==> src/rtl/frame_buf_pkg.sv <==
// frame_buf_pkg: shared constants, bank index type and writer states for the frame-buffer scheduler
package frame_buf_pkg;
  localparam int FRAME_WORDS = 307200;
  localparam int ADDR_W = 20;
  localparam int NUM_BANKS = 3;
  typedef logic [1:0] bank_t;
  typedef enum logic {W_IDLE, W_ACTIVE} wstate_t;
  localparam logic [ADDR_W-1:0] BANK0_BASE = '0;
  localparam logic [ADDR_W-1:0] BANK1_BASE = ADDR_W'(FRAME_WORDS);
  localparam logic [ADDR_W-1:0] BANK2_BASE = ADDR_W'(2 * FRAME_WORDS);
endpackage

==> src/rtl/frame_bank_sched_if.sv <==
// frame_bank_sched_if: writer/VGA event pulses in, bank assignments and drop count out
interface frame_bank_sched_if #(
  parameter int ADDR_W = 20,
  parameter int DROP_W = 16
);
  logic i_wr_sof;
  logic i_wr_eof;
  logic i_rd_eof;
  logic o_wr_grant;
  frame_buf_pkg::bank_t o_wr_bank;
  logic [ADDR_W-1:0] o_wr_base;
  frame_buf_pkg::bank_t o_rd_bank;
  logic [ADDR_W-1:0] o_rd_base;
  logic o_rd_valid;
  logic [DROP_W-1:0] o_drop_cnt;
  modport master (
    output i_wr_sof, i_wr_eof, i_rd_eof,
    input o_wr_grant, o_wr_bank, o_wr_base, o_rd_bank, o_rd_base, o_rd_valid, o_drop_cnt
  );
  modport slave (
    input i_wr_sof, i_wr_eof, i_rd_eof,
    output o_wr_grant, o_wr_bank, o_wr_base, o_rd_bank, o_rd_base, o_rd_valid, o_drop_cnt
  );
endinterface

==> src/rtl/bank_alloc.sv <==
// bank_alloc: lowest bank index not held by busy_a nor by busy_b when busy_b_valid
module bank_alloc
  import frame_buf_pkg::*;
(
  input  bank_t busy_a,
  input  bank_t busy_b,
  input  logic  busy_b_valid,
  output bank_t free_bank
);
  logic used0, used1;
  always_comb begin
    used0 = busy_a == 2'd0 || (busy_b_valid && busy_b == 2'd0);
    used1 = busy_a == 2'd1 || (busy_b_valid && busy_b == 2'd1);
    free_bank = !used0 ? 2'd0 : !used1 ? 2'd1 : 2'd2;
  end
endmodule

==> src/rtl/frame_bank_sched.sv <==
// frame_bank_sched: tear-free triple-buffer bank scheduler between frame writer and VGA reader
module frame_bank_sched #(
  parameter int FRAME_WORDS = frame_buf_pkg::FRAME_WORDS,
  parameter int ADDR_W = frame_buf_pkg::ADDR_W,
  parameter int DROP_W = 16
) (
  input logic i_clk25m,
  input logic i_rst_clk25m,
  frame_bank_sched_if.slave bus
);
  import frame_buf_pkg::*;
  localparam logic [ADDR_W-1:0] BASE1 = ADDR_W'(FRAME_WORDS);
  localparam logic [ADDR_W-1:0] BASE2 = ADDR_W'(2 * FRAME_WORDS);
  wstate_t state_q, state_d;
  bank_t wr_bank_q, wr_bank_d, rd_bank_q, rd_bank_d, ready_bank_q, ready_bank_d, alloc_bank;
  logic rd_valid_q, rd_valid_d, ready_valid_q, ready_valid_d, eof_now;
  logic [DROP_W-1:0] drop_q, drop_d;
  bank_alloc u_alloc (
    .busy_a(rd_bank_d),
    .busy_b(ready_bank_d),
    .busy_b_valid(ready_valid_d),
    .free_bank(alloc_bank)
  );
  always_ff @(posedge i_clk25m) begin
    if (i_rst_clk25m) begin
      state_q <= W_IDLE;
      wr_bank_q <= 2'd0;
      rd_bank_q <= 2'd0;
      rd_valid_q <= 1'b0;
      ready_bank_q <= 2'd0;
      ready_valid_q <= 1'b0;
      drop_q <= '0;
    end else begin
      state_q <= state_d;
      wr_bank_q <= wr_bank_d;
      rd_bank_q <= rd_bank_d;
      rd_valid_q <= rd_valid_d;
      ready_bank_q <= ready_bank_d;
      ready_valid_q <= ready_valid_d;
      drop_q <= drop_d;
    end
  end
  always_comb begin
    eof_now = state_q == W_ACTIVE && bus.i_wr_eof;
    ready_bank_d = eof_now ? wr_bank_q : ready_bank_q;
    ready_valid_d = eof_now | ready_valid_q;
    drop_d = (eof_now && ready_valid_q && !bus.i_rd_eof && !(&drop_q)) ? drop_q + 1'b1 : drop_q;
    rd_bank_d = rd_bank_q;
    rd_valid_d = rd_valid_q;
    if (bus.i_rd_eof && ready_valid_d) begin
      rd_bank_d = ready_bank_d;
      rd_valid_d = 1'b1;
      ready_valid_d = 1'b0;
    end
  end
  always_comb begin
    state_d = bus.i_wr_sof ? W_ACTIVE : eof_now ? W_IDLE : state_q;
    wr_bank_d = (bus.i_wr_sof && (state_q == W_IDLE || eof_now)) ? alloc_bank : wr_bank_q;
  end
  always_comb begin
    bus.o_wr_grant = state_q == W_ACTIVE;
    bus.o_wr_bank = wr_bank_q;
    bus.o_wr_base = wr_bank_q == 2'd1 ? BASE1 : wr_bank_q == 2'd2 ? BASE2 : '0;
    bus.o_rd_bank = rd_bank_q;
    bus.o_rd_base = rd_bank_q == 2'd1 ? BASE1 : rd_bank_q == 2'd2 ? BASE2 : '0;
    bus.o_rd_valid = rd_valid_q;
    bus.o_drop_cnt = drop_q;
  end
endmodule

==> src/flat_wrapper.sv <==
// flat-port wrapper written by rule: the top's interface ports become plain ports
module frame_bank_sched_flat import frame_buf_pkg::*;
#(
  parameter int FRAME_WORDS = frame_buf_pkg::FRAME_WORDS,
  parameter int ADDR_W = frame_buf_pkg::ADDR_W,
  parameter int DROP_W = 16
)
  (i_clk25m, i_rst_clk25m, bus_i_wr_sof, bus_i_wr_eof, bus_i_rd_eof, bus_o_wr_grant, bus_o_wr_bank, bus_o_wr_base, bus_o_rd_bank, bus_o_rd_base, bus_o_rd_valid, bus_o_drop_cnt);
  frame_bank_sched_if #(.ADDR_W(ADDR_W), .DROP_W(DROP_W)) bus_i ();
  input logic i_clk25m;
  input logic i_rst_clk25m;
  input wire logic [$bits(bus_i.i_wr_sof)-1:0] bus_i_wr_sof;
  input wire logic [$bits(bus_i.i_wr_eof)-1:0] bus_i_wr_eof;
  input wire logic [$bits(bus_i.i_rd_eof)-1:0] bus_i_rd_eof;
  output wire logic [$bits(bus_i.o_wr_grant)-1:0] bus_o_wr_grant;
  output wire logic [$bits(bus_i.o_wr_bank)-1:0] bus_o_wr_bank;
  output wire logic [$bits(bus_i.o_wr_base)-1:0] bus_o_wr_base;
  output wire logic [$bits(bus_i.o_rd_bank)-1:0] bus_o_rd_bank;
  output wire logic [$bits(bus_i.o_rd_base)-1:0] bus_o_rd_base;
  output wire logic [$bits(bus_i.o_rd_valid)-1:0] bus_o_rd_valid;
  output wire logic [$bits(bus_i.o_drop_cnt)-1:0] bus_o_drop_cnt;
  assign bus_i.i_wr_sof = bus_i_wr_sof;
  assign bus_i.i_wr_eof = bus_i_wr_eof;
  assign bus_i.i_rd_eof = bus_i_rd_eof;
  assign bus_o_wr_grant = bus_i.o_wr_grant;
  assign bus_o_wr_bank = bus_i.o_wr_bank;
  assign bus_o_wr_base = bus_i.o_wr_base;
  assign bus_o_rd_bank = bus_i.o_rd_bank;
  assign bus_o_rd_base = bus_i.o_rd_base;
  assign bus_o_rd_valid = bus_i.o_rd_valid;
  assign bus_o_drop_cnt = bus_i.o_drop_cnt;
  frame_bank_sched #(.FRAME_WORDS(FRAME_WORDS), .ADDR_W(ADDR_W), .DROP_W(DROP_W)) u_core (.i_clk25m(i_clk25m), .i_rst_clk25m(i_rst_clk25m), .bus(bus_i));
endmodule
==> config.mk <==
export PLATFORM = sky130hd
export DESIGN_NAME = frame_bank_sched_flat
export DESIGN_NICKNAME = d
export VERILOG_FILES = /design/src/rtl/frame_buf_pkg.sv /design/src/rtl/frame_bank_sched_if.sv /design/src/rtl/bank_alloc.sv /design/src/rtl/frame_bank_sched.sv /design/src/flat_wrapper.sv
export SDC_FILE = /design/constraint.sdc
export NUM_CORES = 1
export LEC_CHECK = 0
export CORE_MARGIN = 3
export CORE_UTILIZATION = 38
export CTS_BUF_LIST = sky130_fd_sc_hd__clkbuf_16
export CTS_CLUSTER_DIAMETER = 50
export DETAILED_ROUTE_END_ITERATION = 10
export HOLD_SLACK_MARGIN = 0.06
export PLACE_DENSITY = 0.75
export SKIP_CTS_REPAIR_TIMING = 1
export SLEW_MARGIN = 10
export SYNTH_ARGS = -nofsm -noshare
export SYNTH_HDL_FRONTEND = slang
export SYNTH_SLANG_ARGS = --single-unit
==> constraint.sdc <==
create_clock -name i_clk25m -period 1.7 [get_ports i_clk25m]
set_input_delay 0.34 -clock i_clk25m [delete_from_list [all_inputs] [get_ports i_clk25m]]
set_output_delay 0.34 -clock i_clk25m [all_outputs]
set_load 0.01 [all_outputs]
# Yosys cells after proc, flatten, opt, wreduce, memory -nomap -nowiden
# Index checks and enable logic that the tools add are counted.
[word_totals]
register_bits = 25
inputBits = 5
wordCells = 44
output_inout_bits = 62
[op_classes]
n_bitwise = 2
mux = 11
n_eq_ne = 6
n_reduce_logical = 17
n_addsub = 1
[ops]
columns = ["operator", "count"]
rows = [
  ["$mux 20", 4],
  ["$add 16x1->16 const B", 1],
  ["$reduce_and 16->1", 1],
  ["$eq 2x1->1 const B", 4],
  ["$logic_and 1x1->1", 8],
  ["$mux 2", 4],
  ["$eq 2x2->1 const B", 2],
  ["$logic_not 2->1", 2],
  ["$logic_or 1x1->1", 3],
  ["$mux 1", 3],
  ["$logic_not 1->1", 2],
  ["$reduce_bool 2->1", 1],
  ["$not 1->1", 1],
  ["$or 1x1->1", 1],
]

# Longest topological paths before layout
[depth]
depth_word = 8
depth_mapped = 6
depth_no_buf = 5

# Modules after synthesis
# Synthesis repeated with hierarchy kept, for this count alone.
[hier_totals]
cells_unflattened = 188
hier_area_um2 = 1615.3
[by_module_without_submodules]
columns = ["module", "area_each_um2", "cells_each", "instances", "seq_area_each_um2"]
rows = [
  ["frame_bank_sched", 1566.5, 182, 1, 500.5],
  ["bank_alloc", 48.8, 6, 1, 0.0],
]

# Worst setup path before layout
# Ideal clock, no wire load.
[synth_path]
path_type = "flip-flop to flip-flop"
start = "register u_core.drop_q[4] (netlist: u_core.bus.o_drop_cnt[4])"
end = "register u_core.drop_q[12] (netlist: u_core.bus.o_drop_cnt[12])"
t_arrival_ns = 1.762
setup_time_ns = 0.121
n_path_buf = 1
path_stages_with_launch = 6
t_required_ns = 1.579
path_slack_ns = -0.182
period_less_slack_ns = 1.882
cell_sequence = "dfxtp_1 -> nand4_4 -> or3_4 -> buf_6 -> nor4_1 -> mux2_2"
[synth_between]
elab_chain_len = 3
elab_cells_between_ends = 4
classes_between = "1 x add/sub; 3 x reduce/logical"
[synth_lines]
columns = ["item", "line", "rtl"]
rows = [
  ["start: declaration", "frame_bank_sched.sv:17", "logic [DROP_W-1:0] drop_q, drop_d;"],
  ["start signal: assignment", "frame_bank_sched.sv:40", "drop_q <= drop_d;"],
  ["parallel branches: the longest is 3 deep, another holds $add 16x1->16", "-", ""],
]
# Parallel ways; which one is timed is not known.
# A chain may end at the register's enable or synchronous reset.

# Worst setup path in the final report
[layout_path]
start = "register u_core.drop_q[5] (netlist: u_core.bus.o_drop_cnt[5])"
end = "register u_core.drop_q[14] (netlist: u_core.bus.o_drop_cnt[14])"
# Same word-level chain as after synthesis.

==> reports/qor.txt <==
Gr usage total: 0.148
Unrepaired setup endpoints after global routing: yes
Sequential power share: 0.454
Final hold viol count: 0
CTS max path bufs: 2
Die area: 0.00495 mm2
Cell-internal power: 996 uW
Max-Cap Viols: 0
Clock Latency Late Sink: 0.26 ns
Worst Skew: 0.00318 ns
Chip Width: 70.4 um
Total CTS buffers: 3
Clk pin slew, worst setup/hold paths: 0.06 ns
Core area: 0.00383 mm2
Combinational share of power: 0.149
Vias per cell: 4.91
Height of the die: 70.4 um
PnR Total Power: 1300 uW
Inserted Diodes: 0
CTS tree: yes
Sw Pwr: 309 uW
Post-route minimum period: 1.65 ns
Power Density: 553 mW/mm2
Seq/Total Area, Yosys: 0.318
Vias: 1453
Top cells by area, synth: dfxtp_1 (32%), buf_4 (16%), a21oi_1 (4.8%)
Synth-to-layout area growth: 49.8%
Most frequent cell after synthesis: buf_4
Root buffer cell: clkbuf_16
Number of synthesized flops with an enable pin: 0
Worst Setup End Kind: register
Synth warn: 0
Ys flop type: dfxtp_1
Remaining antenna violation count after routing: 0
Vias in the first global route: 1335
Yosys cell types: 41
Fin crit share: 0.971
First-pass iteration count of the detailed router: 4
Final Max Slew Viols: 0
Share of cells above drive strength 1: 0.310
LEAKAGE: 0.00120 uW
Top cell type's share of synthesized area: 0.318
Final setup fails: 0
Worst hold slack: 0.429 ns
Type of the most critical hold path: input port to register
Initial drt markers: 65
Setup TNS: 0 ns
Worst setup SP type: register
Crit path kind: register to register
CTS Sinks: 25
DRC: 0
Cell count after synthesis: 184
Syn Area/Cell: 8.55 um2
Sw Share: 0.237
GPL Wtd Cong: 0.811
Starting density of the core: 0.411
Final #Nets: 259
Wire per inst: 12.7 um
Rows: 22
H-Tree Depth: 1
Top Ports: 67
Peak supply drop: 543 uV
Global-route wire length before repair: 6140 um
Fmax: 606 MHz
Biggest area consumer among synthesized cells: dfxtp_1
HPWL after DPL: 2640 um
Crit-path max FO: 7
Port bufs: 40
Post-synth top cells: buf_4 (34), dfxtp_1 (25), a21oi_1 (15), inv_1 (10), nor2_1 (10)
Worst EP arrival: 1.85 ns
Status: finished, final reports clean
Total grt overflow: 0
WP data required: 1.90 ns
Clock power frac: 0.397
Largest net degree at the start of global routing: 33
Cell area after synthesis: 0.00157 mm2
Post-synthesis register bit count: 25
Initial antenna violation count: 0
Asr flop ratio synth: 0
Final wirelength: 3760 um
[registers in the layout, summed over array words and instances (netlist names)]
register	cells
u_core.bus.o_drop_cnt	16
u_core.bus.o_rd_bank	2
u_core.bus.o_wr_bank	2
u_core.ready_bank_q	2
u_core.bus.o_rd_valid	1
u_core.bus.o_wr_grant	1
u_core.ready_valid_q	1
[worst paths after layout]
path              depth (start not counted)                     start  slack [ns]                   endpoint
hold / removal                            3              bus_i_rd_eof        0.43       u_core.ready_valid_q
setup reg to reg                          4  u_core.bus.o_drop_cnt[5]        0.05  u_core.bus.o_drop_cnt[14]
setup / recovery                          4  u_core.bus.o_drop_cnt[5]        0.05  u_core.bus.o_drop_cnt[14]
hold reg to reg                           2     u_core.bus.o_rd_valid        0.48      u_core.bus.o_rd_valid
[critical path, stage by stage (launching register included)]
cell and delay (ns):
dfxtp_4 0.38, nand4_4 0.09, or3_4 0.46, or4_1 0.54, a21oi_2 0.12
[power by group through the flow]
| stage | sequential (uW) | clock [uW] | combinational [uW] |
|---|---|---|---|
| 2_1_floorplan | 612 | 0 | 145 |
| 6_report | 593 | 518 | 194 |
| 4_1_cts | 593 | 531 | 198 |
| 3_3_place_gp | 605 | 0 | 195 |
| 5_1_grt | 594 | 566 | 213 |
| 3_5_place_dp | 606 | 0 | 197 |
[cells by family (layout without fill, tap and decap cells)]
group | after synthesis | after routing | synth area share
AO/OA/AOI/OAI | 33 | 33 | 0.135
XOR/XNOR | 1 | 1 | 0.00557
adder cells (fa/ha/maj) | 5 | 5 | 0.0397
buffers and inverters | 50 | 89 | 0.206
flip-flops | 25 | 25 | 0.318
multiplexers | 10 | 10 | 0.0676
other | 1 | 26 | 0.00238
AND/OR/NAND/NOR | 59 | 59 | 0.226
[area by class of cell]
cell class,instances,area [um2]
fillers,340,1470
inverters,10,37.5
clock inverters,1,5.00
clock buffers,3,75.1
flip-flops and latches,25,527
repair buffers,75,723
multi-input cells,134,931
well taps,48,60.1
[routing by layer]
layer / share of wire / vias to the layer above / global-route usage
met5: 0 / - / 0
met4: 0.0056 / 0 / 0.0298
met3: 0.064 / 4 / 0.0388
li1: - / 721 / -
met2: 0.50 / 54 / 0.241
met1: 0.43 / 674 / 0.197
[stage by stage]
stage,setup slack (ns),instances,util,instance area (um2)
6_report,0.0486,296,0.616,2360
2_1_floorplan,-0.0139,209,-,1700
3_5_place_dp,-0.411,286,0.551,2110
3_3_place_gp,-0.393,286,0.551,2110
4_1_cts,-0.203,290,0.572,2190
5_1_grt,-0.0319,296,0.616,2360
[cell usage in the layout, fill, tap and decap left out, drive strengths merged, types with 4 or more instances in the layout]
cell type      instances
buf                   35
clkdlybuf4s50         24
nor2                  10
or4                    8
inv                   10
dlymetal6s2s          16
nor3                   6
o31ai                  6
a21oi                 15
nand2                  9
nor2b                  4
conb                  26
ha                     5
nand2b                 4
dfxtp                 25
mux2i                  5
mux2                   5
Power figures use the tool's default switching activity.
